$ cat config.mk
export PLATFORM = sky130hd
export DESIGN_NAME = irq_ctl_flat
export DESIGN_NICKNAME = d
export VERILOG_FILES = /design/src/rtl/irq_ctl_if.sv /design/src/rtl/irq_ctl.sv /design/src/flat_wrapper.sv
export SDC_FILE = /design/constraint.sdc
export NUM_CORES = 1
export LEC_CHECK = 0
export ABC_AREA = 0
export CAP_MARGIN = 20
export CELL_PAD_IN_SITES_DETAIL_PLACEMENT = 0
export CELL_PAD_IN_SITES_GLOBAL_PLACEMENT = 1
export CORE_UTILIZATION = 38
export DETAILED_ROUTE_END_ITERATION = 6
export GPL_TIMING_DRIVEN = 0
export PLACE_DENSITY_LB_ADDON = 0.1
export SLEW_MARGIN = 20
export SYNTH_ARGS = -nofsm -noshare
export SYNTH_HDL_FRONTEND = slang
export SYNTH_SLANG_ARGS = --single-unit
$ cat constraint.sdc
create_clock -name clk -period 2.46 [get_ports clk]
set_clock_uncertainty 0.1 [all_clocks]
set_input_delay 0.492 -clock clk [delete_from_list [all_inputs] [get_ports clk]]
set_output_delay 0.492 -clock clk [all_outputs]
set_load 0.005 [all_outputs]
$ cat src/rtl/irq_ctl_if.sv
// Core-side signal bundle for the 65C02 interrupt/halt controller.
// master = microcode sequencer + pins, slave = irq_ctl.
interface irq_ctl_if;
  logic       irq;
  logic       nmi;
  logic       I;
  logic       sync;
  logic       brk;
  logic       wai;
  logic       stp;
  logic       vec_ack;
  logic       take_irq;
  logic [1:0] vec_sel;
  logic       B;
  logic       halt;

  modport master (
    output irq, nmi, I, sync, brk, wai, stp, vec_ack,
    input  take_irq, vec_sel, B, halt
  );

  modport slave (
    input  irq, nmi, I, sync, brk, wai, stp, vec_ack,
    output take_irq, vec_sel, B, halt
  );
endinterface

$ cat src/rtl/irq_ctl.sv
// Interrupt and halt controller: pin synchronizers, NMI edge latch, boundary
// decision for interrupt entry, vector/B selection and WAI/STP halt states.
module irq_ctl #(
  parameter int unsigned SYNC_STAGES = 2
) (
  input  logic        clk,
  input  logic        reset,
  irq_ctl_if.slave    bus
);

  localparam int unsigned VW = 2;
  localparam logic [VW-1:0] VEC_NONE = 2'b00;
  localparam logic [VW-1:0] VEC_NMI  = 2'b01;
  localparam logic [VW-1:0] VEC_RST  = 2'b10;
  localparam logic [VW-1:0] VEC_IRQ  = 2'b11;

  typedef enum logic [2:0] {
    ST_RST,
    ST_RUN,
    ST_SERV,
    ST_WAIT,
    ST_STOP
  } state_e;

  state_e               state_q, state_d;
  logic [SYNC_STAGES-1:0] irq_sync_q, irq_sync_d;
  logic [SYNC_STAGES-1:0] nmi_sync_q, nmi_sync_d;
  logic                 nmi_prev_q;
  logic                 nmi_pend_q, nmi_pend_d;
  logic [VW-1:0]        vec_sel_q, vec_sel_d;
  logic                 b_q, b_d;
  logic                 halt_q, halt_d;
  logic                 take_irq_c;

  logic irq_s;
  logic nmi_s;
  logic nmi_rise;
  logic irq_req;

  // Shift chains: stage 0 takes the pin, last stage is the synchronized level.
  always_comb begin
    irq_sync_d    = irq_sync_q;
    nmi_sync_d    = nmi_sync_q;
    irq_sync_d[0] = bus.irq;
    nmi_sync_d[0] = bus.nmi;
    for (int i = 1; i < int'(SYNC_STAGES); i++) begin
      irq_sync_d[i] = irq_sync_q[i-1];
      nmi_sync_d[i] = nmi_sync_q[i-1];
    end
  end

  assign irq_s    = irq_sync_q[SYNC_STAGES-1];
  assign nmi_s    = nmi_sync_q[SYNC_STAGES-1];
  assign nmi_rise = nmi_s & ~nmi_prev_q;
  assign irq_req  = irq_s & ~bus.I;

  // A new edge in the same cycle as the acknowledge re-arms the request.
  always_comb begin
    nmi_pend_d = nmi_pend_q;
    if (bus.vec_ack && (vec_sel_q == VEC_NMI)) nmi_pend_d = 1'b0;
    if (nmi_rise && (state_q != ST_STOP))      nmi_pend_d = 1'b1;
  end

  always_comb begin
    state_d    = state_q;
    vec_sel_d  = vec_sel_q;
    b_d        = b_q;
    halt_d     = halt_q;
    take_irq_c = 1'b0;

    unique case (state_q)
      ST_RST: begin
        if (bus.vec_ack) begin
          vec_sel_d = VEC_NONE;
          state_d   = ST_RUN;
        end
      end
      ST_RUN: begin
        take_irq_c = bus.sync & (nmi_pend_q | irq_req);
        if (take_irq_c) begin
          vec_sel_d = nmi_pend_q ? VEC_NMI : VEC_IRQ;
          b_d       = 1'b0;
          state_d   = ST_SERV;
        end else if (bus.brk) begin
          vec_sel_d = VEC_IRQ;
          b_d       = 1'b1;
          state_d   = ST_SERV;
        end else if (bus.stp) begin
          halt_d  = 1'b1;
          state_d = ST_STOP;
        end else if (bus.wai) begin
          halt_d  = 1'b1;
          state_d = ST_WAIT;
        end
      end
      ST_SERV: begin
        if (bus.vec_ack) begin
          vec_sel_d = VEC_NONE;
          b_d       = 1'b0;
          state_d   = ST_RUN;
        end
      end
      // Wake ignores I; the mask is applied by the normal entry rule in RUN.
      ST_WAIT: begin
        if (irq_s || nmi_pend_q) begin
          halt_d  = 1'b0;
          state_d = ST_RUN;
        end
      end
      ST_STOP: begin
        halt_d = 1'b1;
      end
      default: begin
        state_d = ST_RST;
      end
    endcase
  end

  always_ff @(posedge clk or posedge reset) begin
    if (reset) begin
      state_q    <= ST_RST;
      irq_sync_q <= '0;
      nmi_sync_q <= '0;
      nmi_prev_q <= 1'b0;
      nmi_pend_q <= 1'b0;
      vec_sel_q  <= VEC_RST;
      b_q        <= 1'b0;
      halt_q     <= 1'b0;
    end else begin
      state_q    <= state_d;
      irq_sync_q <= irq_sync_d;
      nmi_sync_q <= nmi_sync_d;
      nmi_prev_q <= nmi_s;
      nmi_pend_q <= nmi_pend_d;
      vec_sel_q  <= vec_sel_d;
      b_q        <= b_d;
      halt_q     <= halt_d;
    end
  end

  assign bus.take_irq = take_irq_c;
  assign bus.vec_sel  = vec_sel_q;
  assign bus.B        = b_q;
  assign bus.halt     = halt_q;

endmodule

$ cat src/flat_wrapper.sv
// flat-port wrapper written by rule: the top's interface ports become plain ports
module irq_ctl_flat 
#(
  parameter int unsigned SYNC_STAGES = 2
)
  (clk, reset, bus_irq, bus_nmi, bus_I, bus_sync, bus_brk, bus_wai, bus_stp, bus_vec_ack, bus_take_irq, bus_vec_sel, bus_B, bus_halt);
  irq_ctl_if bus_i ();
  input  logic clk;
  input  logic reset;
  input wire logic [$bits(bus_i.irq)-1:0] bus_irq;
  input wire logic [$bits(bus_i.nmi)-1:0] bus_nmi;
  input wire logic [$bits(bus_i.I)-1:0] bus_I;
  input wire logic [$bits(bus_i.sync)-1:0] bus_sync;
  input wire logic [$bits(bus_i.brk)-1:0] bus_brk;
  input wire logic [$bits(bus_i.wai)-1:0] bus_wai;
  input wire logic [$bits(bus_i.stp)-1:0] bus_stp;
  input wire logic [$bits(bus_i.vec_ack)-1:0] bus_vec_ack;
  output wire logic [$bits(bus_i.take_irq)-1:0] bus_take_irq;
  output wire logic [$bits(bus_i.vec_sel)-1:0] bus_vec_sel;
  output wire logic [$bits(bus_i.B)-1:0] bus_B;
  output wire logic [$bits(bus_i.halt)-1:0] bus_halt;
  assign bus_i.irq = bus_irq;
  assign bus_i.nmi = bus_nmi;
  assign bus_i.I = bus_I;
  assign bus_i.sync = bus_sync;
  assign bus_i.brk = bus_brk;
  assign bus_i.wai = bus_wai;
  assign bus_i.stp = bus_stp;
  assign bus_i.vec_ack = bus_vec_ack;
  assign bus_take_irq = bus_i.take_irq;
  assign bus_vec_sel = bus_i.vec_sel;
  assign bus_B = bus_i.B;
  assign bus_halt = bus_i.halt;
  irq_ctl #(.SYNC_STAGES(SYNC_STAGES)) u_core (.clk(clk), .reset(reset), .bus(bus_i));
endmodule
* Word-level counts from Yosys, hierarchy flattened
Index checks and enable logic that the tools add are counted.
** Cells by class
- Equality and inequality tests :: 14
- Multiplexer cells :: 25
- Bitwise operators :: 7
- Reductions and logical operators :: 13
** Operators by type and width (count)
- 3-bit 2-to-1 mux :: 6
- 3-bit case mux with 4 select lines :: 1
- 1-bit 2-to-1 mux :: 11
- 2-bit 2-to-1 mux :: 4
- 3-bit by 2-bit == test with 1-bit output (second input constant) :: 2
- 2-bit != test (second input constant) :: 3
- 3-bit != test (second input constant) :: 2
- 3-bit AND reduction :: 2
- 2-bit nonzero test :: 3
- 5-bit by 4-bit != test with 1-bit output (second input constant) :: 1
- 5-bit AND reduction :: 1
- 2-bit by 1-bit != test with 1-bit output (second input constant) :: 2
- 2-bit case mux with 2 select lines :: 1
- 4-bit AND reduction :: 1
- 1-bit bitwise AND :: 3
- 3-bit by 1-bit == test with 1-bit output (second input constant) :: 1
- 3-bit == test (second input constant) :: 1
- 3-bit logical NOT :: 1
- 3-bit by 2-bit != test with 1-bit output (second input constant) :: 1
- 1-bit NOT :: 3
- 1-bit case mux with 3 select lines :: 1
- 3-bit nonzero test :: 1
- 2-bit by 1-bit == test with 1-bit output (second input constant) :: 1
- 1-bit logical AND :: 2
- other kinds (4) :: 4
** Storage, ports and cells
- Flip-flop bits (word level) :: 13
- Input bits :: 10
- Logic and storage cells :: 67

* Logic depth before layout (Yosys ltp)
- Depth in word-level cells :: 6
- Gate-level depth with buffers :: 4
- Depth with buffers taken out :: 4

* Least setup slack after synthesis
Ideal clock, no wire load.
- Path kind :: input to output
- Start :: in bus_I
- End :: out bus_take_irq
- Arrival time :: 0.874 ns
- Setup slack :: 0.994 ns
- Cell stages on the path :: 3
- Cell sequence :: nor2b_4 o21ai_4 nor3_1
** On the way
- Word-level cells in the longest chain between the ends :: 5
** Ends and longest elaborated chain
- start, declared :: RTL line flat_wrapper.sv:12 : input wire logic [$bits(bus_i.I)-1:0] bus_I;
- 1-bit NOT :: RTL line irq_ctl.sv:55 : assign irq_req = irq_s & ~bus.I;
- 1-bit bitwise AND :: RTL line irq_ctl.sv:55
- 1-bit bitwise OR :: RTL line irq_ctl.sv:79 : take_irq_c = bus.sync & (nmi_pend_q | irq_req);
- 1-bit bitwise AND :: RTL line irq_ctl.sv:79
- 1-bit 2-to-1 mux :: RTL line irq_ctl.sv:71 : unique case (state_q)
- end, declared :: RTL line flat_wrapper.sv:18 : output wire logic [$bits(bus_i.take_irq)-1:0] bus_take_irq;
No other way between the ends.

* Worst setup path in the final report
Ends and elaborated chain as after synthesis.

==> flow_metrics.tcl <==
set metrics [dict create \
    synth_xor_area_share_pct 0 \
    setup_viol 0 \
    finalSetupTns_ns 0 \
    antennaDiodeCount 0 \
    nets 88 \
    h-tree-depth 1 \
    clock_path_buffers 2 \
    critical-path-max-stage-delay_ns 0.51 \
    ioPinCount 15 \
    cts_inserted_buffers 3 \
    rsz0062_at_grt "no" \
    synth_top_area_share_pct 48.7 \
    synth_area_leader_cell "dfrtp_1" \
    yosysMostFrequentCell "dfrtp_1" \
    min_to "u_core.irq_sync_q[1]$_DFF_PP0_" \
    synth_area_um2 617 \
    finalMaxSlewViolations 0 \
    drc 0 \
    ant_nets 0 \
    cp-start-kind "input port" \
    hold_viol 0 \
    final.setup.worst_slack_ns 0.265 \
    hpwlAfterDp_um 946 \
    layout-drive-gt1-share_pct 14.3 \
    synth-main-ff-cell "dfrtp_1" \
    hp-class "flop to flop" \
    avgSynthCellArea_um2 10.5 \
    yosys_warnings 0 \
    ys_types 27 \
    cts_num_sinks 13 \
    fill_cells 142 \
    slowest_stage "clkdlybuf4s50_1" \
    wl_um 1280 \
    wl_per_cell_um 13.7 \
    synth_mux_area_share_pct 0 \
    fp.dieH_um 42.3 \
    max-cap-violations 0 \
    multi_input_area_um2 275 \
    vias 498 \
    syn_inst 59 \
    place_ws_ns 0.00902 \
    ys_seq_area_share_pct 52.9 \
    grt_max_degree 14 \
    area_delta_synth_final_pct 30.2 \
    design_area_um2 803 \
    cts.clk_slew.worst_paths_ns 0.08 \
    synthTopCellsByCount "12 x dfrtp_1, 8 x nor2_1, 6 x nand2_1, 4 x a21oi_1, 4 x inv_1" \
    grt_pass1_vias 489 \
    root_buffer "clkbuf_4" \
    worstPathRequired_ns 1.87 \
    criticalPathCategory "input port to output pin" \
    reg2reg_from "u_core.irq_sync_q[1]$_DFF_PP0_" \
    viasPerCell 5.35 \
    critical_path.max_fanout 6 \
    synth_fa_ha_area_share_pct 0 \
    die_area_um2 1790 \
    synth_nets 69 \
    ff_latch_area_um2 327 \
    r2r_end "u_core.bus.vec_sel[0]$_DFFE_PP0P_" \
    r2r_cells 4 \
    worst_pin_slew_ns 0.494 \
    num_rows 14 \
    endpoint_kind "output pin" \
    grt-ovfl-total 0 \
    fin_crit_ns 2.20 \
    antenna_found_initial 0 \
    yosys.area_share.simple_pct 25.8 \
    status "finished clean" \
    initial_core_util_pct 40.9 \
    postPlaceCellArea_um2 777 \
    tritoncts "done" \
    async_flop_share_pct 100 \
    synth_compound_area_share_pct 18.9 \
    track_usage_pct 17.5 \
    ys_ff_latch 13 \
    whs_path_depth 0 \
    max_freq_ghz 0.455 \
    core_area_um2 1510 \
    cp_cell_sequence "clkdlybuf4s50_1 -> nor2b_4 -> o21ai_4 -> nor3_1 -> dlygate4sd2_1" \
    synth-edff-count 0 \
    finalCritPeriodShare_pct 89.2 \
    io_buffers 14 \
    hold_ws_ns 0.261 \
    grt_pass1_wl_um 2260 \
    r2r_slack_ns 1.18 \
    clock_latency_ns 0.28 \
    powerDensity_nw_per_um2 1030 \
    crit_arrival_ns 1.60 \
    yosys-top-cells-area "dfrtp_1 49%, nor2_1 4.9%, dfstp_2 4.3%" \
    gp_congestion 0.776 \
    hold_start "u_core.irq_sync_q[0]$_DFF_PP0_" \
    synth_top_family_by_area "simple AND/OR/NAND/NOR gates" \
    drt_first_pass_iters 4 \
    drt_iter0_drc 9 \
    power.leakage_nw 0.349 \
    die_w_um 42.3 \
    vdd_drop_max_v 0.000519 \
    relSlewSlack_pct 67.0 \
]
==> through the flow <==
stage | total power, mW | instances | utilization, %
2_1_floorplan | 0.567 | 59 | -
3_3_place_gp | 0.704 | 89 | 51.6
3_5_place_dp | 0.706 | 89 | 51.6
4_1_cts | 0.838 | 93 | 53.3
5_1_grt | 0.892 | 93 | 53.3
6_report | 0.831 | 93 | 53.3
==> how the worst max path moves through the flow <==
stage,from,end,slack [ns]
6_report,bus_I,bus_take_irq,0.26
5_1_grt,bus_I,bus_take_irq,0.20
4_1_cts,bus_I,bus_take_irq,0.25
3_5_place_dp,bus_I,bus_take_irq,0.009
3_3_place_gp,bus_I,bus_take_irq,0.01
2_1_floorplan,bus_I,bus_take_irq,0.99
==> flip-flops by register name (all words and copies together) (netlist names) <==
name and count:
u_core.irq_sync_q 2, u_core.bus.B 1, u_core.state_q 3, u_core.bus.vec_sel 2, u_core.nmi_sync_q 2, u_core.nmi_prev_q 1, u_core.bus.halt 1, u_core.nmi_pend_q 1
==> cell type report <==
class / count / share of cell area, %
clock buffer: 3 / 2.80
clock inverter: 1 / 0.623
inverter: 4 / 1.87
multi-input combinational: 42 / 34.3
sequential: 13 / 40.7
tap: 16 / 2.49
timing repair buffer: 14 / 17.3
==> power breakdown <==
part           switching (mW)  internal, mW
Clock                  0.0710        0.0603
Combinational           0.144         0.189
Sequential             0.0849         0.282
Total                   0.300         0.532
==> cells in the final DEF (no fill, tap or decap) <==
cell             netlist  routed
a31oi_1                1       1
dfrtp_1               12      12
nor3b_1                1       1
clkdlybuf4s50_1        0      13
a32o_1                 1       1
and2b_1                1       1
a211oi_1               1       1
nor2b_2                1       1
dfstp_2                1       1
nor3_2                 1       1
nand3b_1               3       3
nor3_1                 1       1
dlygate4sd2_1          0       1
o21ai_1                2       2
o32ai_1                1       1
a21oi_1                4       4
inv_1                  4       4
o31ai_2                1       1
nand3_1                1       1
nand2_1                6       6
and2_1                 1       1
a21o_1                 1       1
a22o_1                 1       1
o21ai_4                1       1
a2bb2oi_1              1       1
nor2b_4                1       1
nand2b_1               1       1
clkbuf_4               0       3
nor2_1                 8       8
nand2b_4               1       1
clkinv_2               0       1
==> layer usage <==
| metal | GRT usage [%] | up-vias | routed length [µm] |
|---|---|---|---|
| li1 | - | 243 | - |
| met1 | 22.2 | 240 | 607 |
| met2 | 27.4 | 13 | 579 |
| met3 | 8.19 | 2 | 83 |
| met4 | 3.75 | 0 | 6 |
| met5 | 0 | - | 0 |
==> critical path: cells and delay by family <==
| family | cells | cell delay, ns |
|---|---|---|
| AOI/OAI and AO/OA | 1 | 0.20 |
| buffers and inverters | 2 | 0.78 |
| and+or+nand+nor | 2 | 0.13 |
==> logic make-up (layout without fill, tap and decap cells) <==
family,after synthesis,count (layout)
AO/OA/AOI/OAI,15,15
buffers and inverters,4,22
flip-flops,13,13
AND/OR/NAND/NOR,27,27
==> what timing repair did <==
action / 4_1_cts / 5_1_grt
hold buffers: 0 / 0
buffers inserted: 0 / 0
resized for setup: 1 / 0
setup endpoints to repair: 1 / 0
Power figures use the tool's default switching activity.
